<file path="src/rtl/guess_pkg.sv">
// guess_pkg: shared state encoding, widths and digit-entry helper for the guess game
package guess_pkg;

    typedef enum logic [2:0] {
        S_IDLE  = 3'd0,
        S_ARM   = 3'd1,
        S_ENTRY = 3'd2,
        S_CHECK = 3'd3,
        S_SHOW  = 3'd4,
        S_WIN   = 3'd5,
        S_LOSE  = 3'd6
    } state_t;

    localparam logic [3:0] CHEAT_DEFAULT = 4'hF;
    localparam int         TRIES_W       = 4;
    localparam int         TMR_W         = 8;

    function automatic logic [3:0] pick_digit(input logic [3:0] sw, input logic [3:0] secret,
                                              input logic [3:0] cheat);
        return (sw == cheat) ? secret : sw;
    endfunction

endpackage

</file>
<file path="src/rtl/tick_timer.sv">
// tick_timer: loadable down-counter stepped by tick; done while the count sits at zero
module tick_timer
    import guess_pkg::*;
(
    input  logic             clk,
    input  logic             rst,
    input  logic             load,
    input  logic [TMR_W-1:0] val,
    input  logic             tick,
    output logic             done
);

    logic [TMR_W-1:0] r_cnt;

    always_ff @(posedge clk or posedge rst) begin
        if (rst)
            r_cnt <= '0;
        else if (load)
            r_cnt <= val;
        else if (tick && r_cnt != '0)
            r_cnt <= r_cnt - 1'b1;
    end

    assign done = (r_cnt == '0);

endmodule

</file>
<file path="src/rtl/guess_round_ctrl.sv">
// guess_round_ctrl: round sequencer - secret latch, digit entry, compare handshake, tries and timeouts
module guess_round_ctrl
    import guess_pkg::*;
#(
    parameter int         MAX_TRIES     = 8,
    parameter int         TIMEOUT_TICKS = 20,
    parameter int         SHOW_TICKS    = 4,
    parameter int         UNIQUE_DIGITS = 1,
    parameter logic [3:0] CHEAT_CODE    = CHEAT_DEFAULT
) (
    input  logic               clk,
    input  logic               rst,
    input  logic               tick,
    input  logic               start_p,
    input  logic               ge_p,
    input  logic               shi_p,
    input  logic               confirm_p,
    input  logic [3:0]         sw,
    input  logic [7:0]         rand_num,
    input  logic               cmp_valid,
    input  logic [1:0]         cmp_a,
    input  logic [1:0]         cmp_b,
    output logic [3:0]         secret_gw,
    output logic [3:0]         secret_sw,
    output logic [3:0]         code_gw,
    output logic [3:0]         code_sw,
    output logic               cmp_req,
    output logic [1:0]         res_a,
    output logic [1:0]         res_b,
    output logic [TRIES_W-1:0] tries_left,
    output logic [2:0]         state_o,
    output logic               win,
    output logic               lose
);

    localparam logic [TRIES_W-1:0] TRIES_V = TRIES_W'(MAX_TRIES);
    localparam logic [TMR_W-1:0]   TO_V    = TMR_W'(TIMEOUT_TICKS);
    localparam logic [TMR_W-1:0]   SH_V    = TMR_W'(SHOW_TICKS);

    state_t             r_state;
    logic               w_dup, w_arm_ok, w_key, w_tout, w_show_end;
    logic               w_ent_load, w_show_load, w_ent_done, w_show_done;
    logic [TRIES_W-1:0] w_tries_dec;

    always_comb begin
        w_dup       = (UNIQUE_DIGITS != 0) && (rand_num[7:4] == rand_num[3:0]);
        w_arm_ok    = (r_state == S_ARM) && !w_dup;
        w_key       = ge_p | shi_p | confirm_p;
        w_tout      = (r_state == S_ENTRY) && !start_p && !w_key && (TIMEOUT_TICKS != 0) && w_ent_done;
        w_show_end  = (r_state == S_SHOW) && !start_p && w_show_done;
        w_ent_load  = w_arm_ok || (w_show_end && tries_left != '0) || ((r_state == S_ENTRY) && w_key);
        w_show_load = w_tout || ((r_state == S_CHECK) && !start_p && cmp_valid && cmp_a != 2'd2);
        w_tries_dec = (tries_left == '0) ? '0 : tries_left - 1'b1;
    end

    tick_timer u_entry_tmr (
        .clk  (clk),
        .rst  (rst),
        .load (w_ent_load),
        .val  (TO_V),
        .tick (tick),
        .done (w_ent_done)
    );

    tick_timer u_show_tmr (
        .clk  (clk),
        .rst  (rst),
        .load (w_show_load),
        .val  (SH_V),
        .tick (tick),
        .done (w_show_done)
    );

    always_ff @(posedge clk or posedge rst) begin
        if (rst) begin
            r_state    <= S_IDLE;
            secret_gw  <= '0;
            secret_sw  <= '0;
            code_gw    <= '0;
            code_sw    <= '0;
            cmp_req    <= 1'b0;
            res_a      <= '0;
            res_b      <= '0;
            tries_left <= TRIES_V;
            win        <= 1'b0;
            lose       <= 1'b0;
        end else begin
            case (r_state)
                S_IDLE: if (start_p) r_state <= S_ARM;
                S_ARM: if (w_arm_ok) begin
                    secret_sw  <= rand_num[7:4];
                    secret_gw  <= rand_num[3:0];
                    code_gw    <= '0;
                    code_sw    <= '0;
                    res_a      <= '0;
                    res_b      <= '0;
                    win        <= 1'b0;
                    lose       <= 1'b0;
                    tries_left <= TRIES_V;
                    r_state    <= S_ENTRY;
                end
                S_ENTRY: begin
                    if (start_p)
                        r_state <= S_ARM;
                    else if (ge_p)
                        code_gw <= pick_digit(sw, secret_gw, CHEAT_CODE);
                    else if (shi_p)
                        code_sw <= pick_digit(sw, secret_sw, CHEAT_CODE);
                    else if (confirm_p) begin
                        cmp_req <= 1'b1;
                        r_state <= S_CHECK;
                    end else if (w_tout) begin
                        res_a      <= '0;
                        res_b      <= '0;
                        tries_left <= w_tries_dec;
                        r_state    <= S_SHOW;
                    end
                end
                S_CHECK: begin
                    if (start_p) begin
                        cmp_req <= 1'b0;
                        r_state <= S_ARM;
                    end else if (cmp_valid) begin
                        cmp_req    <= 1'b0;
                        res_a      <= cmp_a;
                        res_b      <= cmp_b;
                        tries_left <= w_tries_dec;
                        win        <= (cmp_a == 2'd2);
                        r_state    <= (cmp_a == 2'd2) ? S_WIN : S_SHOW;
                    end
                end
                S_SHOW: begin
                    if (start_p)
                        r_state <= S_ARM;
                    else if (w_show_end) begin
                        lose    <= (tries_left == '0);
                        r_state <= (tries_left == '0) ? S_LOSE : S_ENTRY;
                    end
                end
                S_WIN, S_LOSE: if (start_p) begin
                    win     <= 1'b0;
                    lose    <= 1'b0;
                    r_state <= S_ARM;
                end
                default: r_state <= S_IDLE;
            endcase
        end
    end

    assign state_o = r_state;

endmodule
</file>
<file path="config.mk">
export PLATFORM = sky130hd
export DESIGN_NAME = guess_round_ctrl
export DESIGN_NICKNAME = d
export VERILOG_FILES = /design/src/rtl/guess_pkg.sv /design/src/rtl/tick_timer.sv /design/src/rtl/guess_round_ctrl.sv
export SDC_FILE = /design/constraint.sdc
export NUM_CORES = 1
export LEC_CHECK = 0
export ABC_AREA = 1
export BUFFER_PORTS_ARGS = -buffer_cell sky130_fd_sc_hd__buf_2
export CAP_MARGIN = 30
export CORE_MARGIN = 4
export CORE_UTILIZATION = 30
export CTS_CLUSTER_SIZE = 16
export DETAILED_ROUTE_END_ITERATION = 10
export GPL_TIMING_DRIVEN = 0
export PLACE_DENSITY_LB_ADDON = 0.3
export SETUP_SLACK_MARGIN = 0.05
export SLEW_MARGIN = 25
export SYNTH_ARGS = -nofsm -noshare
export SYNTH_HDL_FRONTEND = slang
export SYNTH_SLANG_ARGS = --single-unit
</file>
<file path="constraint.sdc">
create_clock -name clk -period 1.9 [get_ports clk]
set_input_delay 0.095 -clock clk [delete_from_list [all_inputs] [get_ports clk]]
set_output_delay 0.095 -clock clk [all_outputs]
set_load 0.1 [all_outputs]
</file>
=== Word level (Yosys, flattened, before mapping) ===
Cells that the tools add are included.

* Equal/unequal tests: 30
* Mux-type cells: 65
* $add $sub $neg: 3
* Reductions and logical operators: 43
* Bitwise gates (word level): 2

{| class="wikitable"
|+ Operators by type and width
! kind !! count
|-
| $mux W4 || 17
|-
| $mux W3 || 12
|-
| $mux W8 || 4
|-
| $ne A2 B2 Y1 const B || 15
|-
| $mux W2 || 10
|-
| $logic_not A8 Y1 || 2
|-
| $pmux W4 S2 || 2
|-
| $reduce_bool A8 Y1 || 2
|-
| $sub A8 B1 Y8 const B || 2
|-
| $pmux W3 S5 || 1
|-
| $reduce_and A5 Y1 || 3
|-
| $logic_and A1 B1 Y1 || 13
|-
| $mux W1 || 13
|-
| $ne A3 B3 Y1 const B || 4
|-
| $pmux W2 S3 || 2
|-
| $pmux W4 S3 || 1
|-
| $eq A3 B3 Y1 const B || 3
|-
| $reduce_and A9 Y1 || 1
|-
| $reduce_bool A3 Y1 || 3
|-
| $reduce_bool A2 Y1 || 4
|-
| $reduce_and A7 Y1 || 1
|-
| $eq A3 B2 Y1 const B || 2
|-
| $pmux W1 S3 || 2
|-
| $reduce_and A6 Y1 || 1
|-
| other kinds (18) || 23
|}

* Output and inout bits: 30
* Logic and storage cells: 156
* Bits of input ports: 24
* Register bits after elaboration: 46

=== Depth between registers and ports, before layout ===
* Depth in word-level cells: 11
* Depth in mapped cells: 11
* Gate-level depth less buffers: 11

=== Cells and area by module ===
A second synthesis with hierarchy kept.

* Cells, all modules: 473
* Area total of the unflattened synthesis: 3220.6 um^2

{| class="wikitable"
|+ By module, submodules not included
! module !! times used !! seq. area each (um^2) !! area each (um^2) !! cells an instance
|-
| guess_round_ctrl || 1 || 752.0 || 1963.1 || 291
|-
| tick_timer at u_show_tmr || 1 || 200.2 || 633.1 || 91
|-
| tick_timer at u_entry_tmr || 1 || 200.2 || 624.3 || 91
|}

=== Worst setup path before layout ===
No wires, ideal clock.

* Kind: register to register
* Start point: register r_state[1] (netlist: state_o[1])
* End point: register res_a[1]
* Path buffers: 2
* Setup time: 0.121 ns
* Clock period less this slack: 2.115 ns
* Arrival time: 1.993 ns
* Cell stages (with the launch flop): 10
* Required time: 1.779 ns
* Path slack: -0.215 ns
* Cell sequence: dfrtp_1 buf_6 inv_2 nor2_1 nand2_1 a21oi_2 nand3_4 buf_12 nand2_2 o21ai_2

* Cells in the longest elaborated chain, start to end: 6
* Elaborated cells on any way between the ends: 18
* Those cells by class: 11 x eq/ne; 1 x mux; 6 x reduce/logical

{| class="wikitable"
|+ Ends and longest elaborated chain
! item !! RTL line !! RTL
|-
| start, declared || guess_round_ctrl.sv:40 || <nowiki>state_t r_state;</nowiki>
|-
| start signal, assigned || guess_round_ctrl.sv:129 || <nowiki>r_state <= (cmp_a == 2'd2) ? S_WIN : S_SHOW;</nowiki>
|-
| start signal, assigned || guess_round_ctrl.sv:137 || <nowiki>r_state <= (tries_left == '0) ? S_LOSE : S_ENTRY;</nowiki>
|-
| $eq A3 B2 Y1 || guess_round_ctrl.sv:49, guess_round_ctrl.sv:88 ||
|-
| $logic_and A1 B1 Y1 (3 in series) || guess_round_ctrl.sv:49 || <nowiki>w_tout = (r_state == S_ENTRY) && !start_p && !w_key && (TIMEOUT_TICKS != 0) && w_ent_done;</nowiki>
|-
| $ne A2 B2 Y1 (no source line) || n/a ||
|-
| $reduce_and A9 Y1 (no source line) || n/a ||
|-
| end signal, assigned || guess_round_ctrl.sv:125 || <nowiki>res_a <= cmp_a;</nowiki>
|-
| end, declared || guess_round_ctrl.sv:28 || <nowiki>output logic [1:0] res_a,</nowiki>
|}

Several ways; a longest one is shown, not always the timed one.
A chain may end at the register's enable or synchronous reset.

=== Worst setup path in the final report ===
* Start point: register u_entry_tmr.r_cnt[0]
* End point: register res_b[0]

* Cells in the longest elaborated chain, start to end: 4

{| class="wikitable"
|+ Ends and longest elaborated chain
! item !! RTL line !! RTL
|-
| start, declared || tick_timer.sv:13 || <nowiki>logic [TMR_W-1:0] r_cnt;</nowiki>
|-
| start signal, assigned || tick_timer.sv:19 || <nowiki>r_cnt <= val;</nowiki>
|-
| start signal, assigned || tick_timer.sv:21 || <nowiki>r_cnt <= r_cnt - 1'b1;</nowiki>
|-
| $logic_not A8 Y1 || tick_timer.sv:24 || <nowiki>assign done = (r_cnt == '0);</nowiki>
|-
| $logic_and A1 B1 Y1 || guess_round_ctrl.sv:49 ||
|-
| $ne A2 B2 Y1 (no source line) || n/a ||
|-
| $reduce_and A9 Y1 (no source line) || n/a ||
|-
| end signal, assigned || guess_round_ctrl.sv:126 || <nowiki>res_b <= cmp_b;</nowiki>
|-
| end, declared || guess_round_ctrl.sv:29 || <nowiki>output logic [1:0] res_b,</nowiki>
|}

No other way between the ends.

==> impl_metrics.csv <==
group,metric,value,unit
run_status,status,"completed",
route,vias,2514,
min_path,hold_class,"in2reg",
synth,yosysTopAreaCell,"dfrtp_1",
clock_tree,clkTransAtPathRegs,0.09,ns
sta,finalClockSkew,0.009183,ns
synth,ys.warnings.count,0,
clock_tree,cts-buffers-inserted,5,
sta,relSlewSlack,66.31,%
synth,synth_area,2788,sq um
critical_path,cp-startpoint,"u_entry_tmr.r_cnt[0]",
synth,synth_fp_nets,396,
finish,syn_to_final_growth,19.70,%
sta,layout_min_cycle_time,1.719,ns
route,ant_nets,0,
floorplan,start_util,31.35,%
clock_tree,clkLatencyLatePin,0.30,ns
synth,synth-xor-area-share,2.828,%
synth,synth_area_leaders,"dfrtp_1, nand2_1, inv_1",
synth,synth.avg_cell_area,7.596,sq um
clock_tree,postCtsSetupRepairBufs,0,
sta,drv_slew,0,
synth,synthSimpleGateAreaFrac,31.37,%
finish,final_nets,457,
critical_path,cp-end-kind,"flop",
sta,clock.fmax,581.7,MHz
critical_path,reg2reg_depth,10,
route,wl_met3,344,um
floorplan,die_w,104.4,um
grt,grt_usage,12.53,%
placed_design,dp_hpwl,5.214,mm
grt,overflow,0,
finish,finalNonFillerCells,537,
critical_path,worst-path-max-fanout,10,
finish,antenna_cells,0,
grt,grt_pass1_wl,11.50,mm
critical_path,critical_path_class,"reg2reg",
synth,synth_edf_count,0,
route,drt_iter0_markers,130,
route,first_pass_iters,4,
finish,final_common_cell,"nand2_1",
route,met1_length,3.119,mm
floorplan,io-pin-count,54,
clock_tree,h-tree-depth,2,
clock_tree,clock-root-buffer,"clkbuf_8",
clock_tree,ctsLongestPathBuffers,2,
route,route.top_layer_used,"met5",
synth,synthDistinctLibCells,30,
synth,synth_top_family_by_area,"simple AND/OR/NAND/NOR gates",
floorplan,dieArea,10900,sq um
finish,fillCellCount,917,
floorplan,row_count,34,
synth,synthMuxAreaShare,0,%
finish,register_area,1159,sq um
sta,setup_viol,0,
synth,synth_top_cell_area_share,40.39,%
sta,rsz0062_at_grt,"no",
critical_path,worst-endpoint-arrival,1.92,ns
grt,antenna_found_initial,1,
floorplan,fp.coreArea,8891,sq um
route,via_per_inst,4.682,
critical_path,r2r-start,"u_entry_tmr.r_cnt[0]",
finish,drive_above_1_share,25.87,%
clock_tree,tritoncts,"done",
placed_design,placed_cells,528,
clock_tree,clock_sinks,46,
critical_path,worstPathRequired,2.10,ns
sta,worst_slew_pin_slew,0.5089,ns
sta,min_period_over_period,90.48,%
grt,grt_pass1_vias,2465,
route,wl_met2,3.076,mm
grt,grt_start_max_net_pins,28,
route,finalWirelength,6.592,mm
synth,ys_seq_elements,46,
finish,final_cell_mix,"nand2_1, buf_2, inv_1",
route,drc,0,
synth,yosysSeqAreaShare,41.34,%
placed_design,place_congestion,0.9031,
floorplan,fp.dieH,104.4,um
synth,synth-compound-area-share,12.12,%
flow_run,maxCapViolCount,0,
placed_design,port_buffers,52,
critical_path,cp-endpoint,"res_b[0]",
route,wl_per_cell,12.28,um
synth,synth-async-reset-ratio,100.0,%
critical_path,regToRegEndpoint,"res_b[0]",
sta,final_hold_viol_count,0,
finish,multi_input_area,1361,sq um
critical_path,cp-start-kind,"flop",
synth,synthFlopType,"dfrtp_1",
synth,synthAdderAreaFrac,2.244,%
critical_path,ff2ff_setup_slack,0.18,ns
synth,synth_cells,367,
-- synth_stat cells, types with 2 or more instances --
| master | number |
|---|---|
| nand2_1 | 90 |
| inv_1 | 54 |
| dfrtp_1 | 45 |
| nor2_1 | 36 |
| o21ai_0 | 25 |
| nand3_1 | 22 |
| nand4_1 | 15 |
| a21oi_1 | 10 |
| o21ai_2 | 9 |
| xor2_1 | 9 |
| nand2_2 | 7 |
| ha_1 | 5 |
| inv_2 | 5 |
| nor2_2 | 5 |
| o21ai_1 | 5 |
| nand3b_1 | 3 |
| nor3_1 | 3 |
| or2_2 | 3 |
| buf_2 | 2 |
| buf_6 | 2 |
| clkbuf_1 | 2 |
| nand3_4 | 2 |
-- cell families (layout without fill, tap and decap cells) --
| group | Yosys count | count (layout) |
|---|---|---|
| AND/OR/NAND/NOR | 188 | 188 |
| buffers and inverters | 66 | 128 |
| flip-flops | 46 | 46 |
| AO/OA/AOI/OAI | 53 | 53 |
| adder cells (fa/ha/maj) | 5 | 5 |
| XOR/XNOR | 9 | 9 |
-- critical path, cell delays in order, from the launching register on --
cell	delay, ns
dfrtp_1	0.42
inv_1	0.07
ha_2	0.22
nand2_1	0.08
nor2_2	0.16
nand2_2	0.11
nand2_1	0.12
nand3_4	0.14
buf_12	0.19
nand2_2	0.05
o21ai_2	0.04
-- cell type report --
class / instances / share of cell area (%)
Clock buffer: 6 / 2.175
Sequential cell: 46 / 34.72
Tap cell: 108 / 4.050
Clock inverter: 2 / 1.125
Buffer: 7 / 1.800
Inverter: 59 / 6.637
Multi-Input combinational cell: 255 / 40.80
Timing Repair Buffer: 54 / 8.699
-- worst min-delay path by stage --
stage	startpoint	to	slack [ns]	depth (start not counted)
floorplan	cmp_a[0]	res_a[0]	0.25	2
global placement	cmp_b[1]	res_b[1]	0.36	3
detailed placement	rst	u_show_tmr.r_cnt[1]	0.14	2
CTS	cmp_b[1]	res_b[1]	0.04	3
global route	cmp_b[1]	res_b[1]	0.05	3
finish	cmp_b[1]	res_b[1]	0.04	3
-- stage by stage --
stage / TNS, ns / hold WS (ns) / setup slack (ns) / area [sq um] / utilization [%]
floorplan: 0 / 0.2504 / 0.06327 / 2794 / -
finish: 0 / 0.04338 / 0.1809 / 3337 / 37.53
global placement: -0.5976 / 0.3571 / -0.1210 / 3189 / 35.87
CTS: 0 / 0.03781 / 0.07231 / 3329 / 37.45
global route: 0 / 0.04623 / 0.06302 / 3337 / 37.53
detailed placement: 0 / 0.1385 / 0.1025 / 3209 / 36.10
-- routing by layer --
layer	track usage [%]	vias to the layer above
li1	-	1292
met1	16.04	1168
met2	21.13	46
met3	3.538	6
met4	2.469	2
met5	0	-
-- sequential cells by signal, indices dropped and copies added, names as in the netlist, 2 cells and up --
name / flops
code_gw: 4
code_sw: 4
res_a: 2
res_b: 2
secret_gw: 4
secret_sw: 4
state_o: 3
tries_left: 4
u_entry_tmr.r_cnt: 8
u_show_tmr.r_cnt: 8
-- repair_timing --
item	4_1_cts	5_1_grt
endpoints found under the hold margin	18	0
hold buffers	1	0
resized for setup	0	3
setup endpoints to repair	0	10
Power is left out: the tool's default activity adds up to more than one toggle a clock period on the data nets, which glitch-free logic cannot reach.
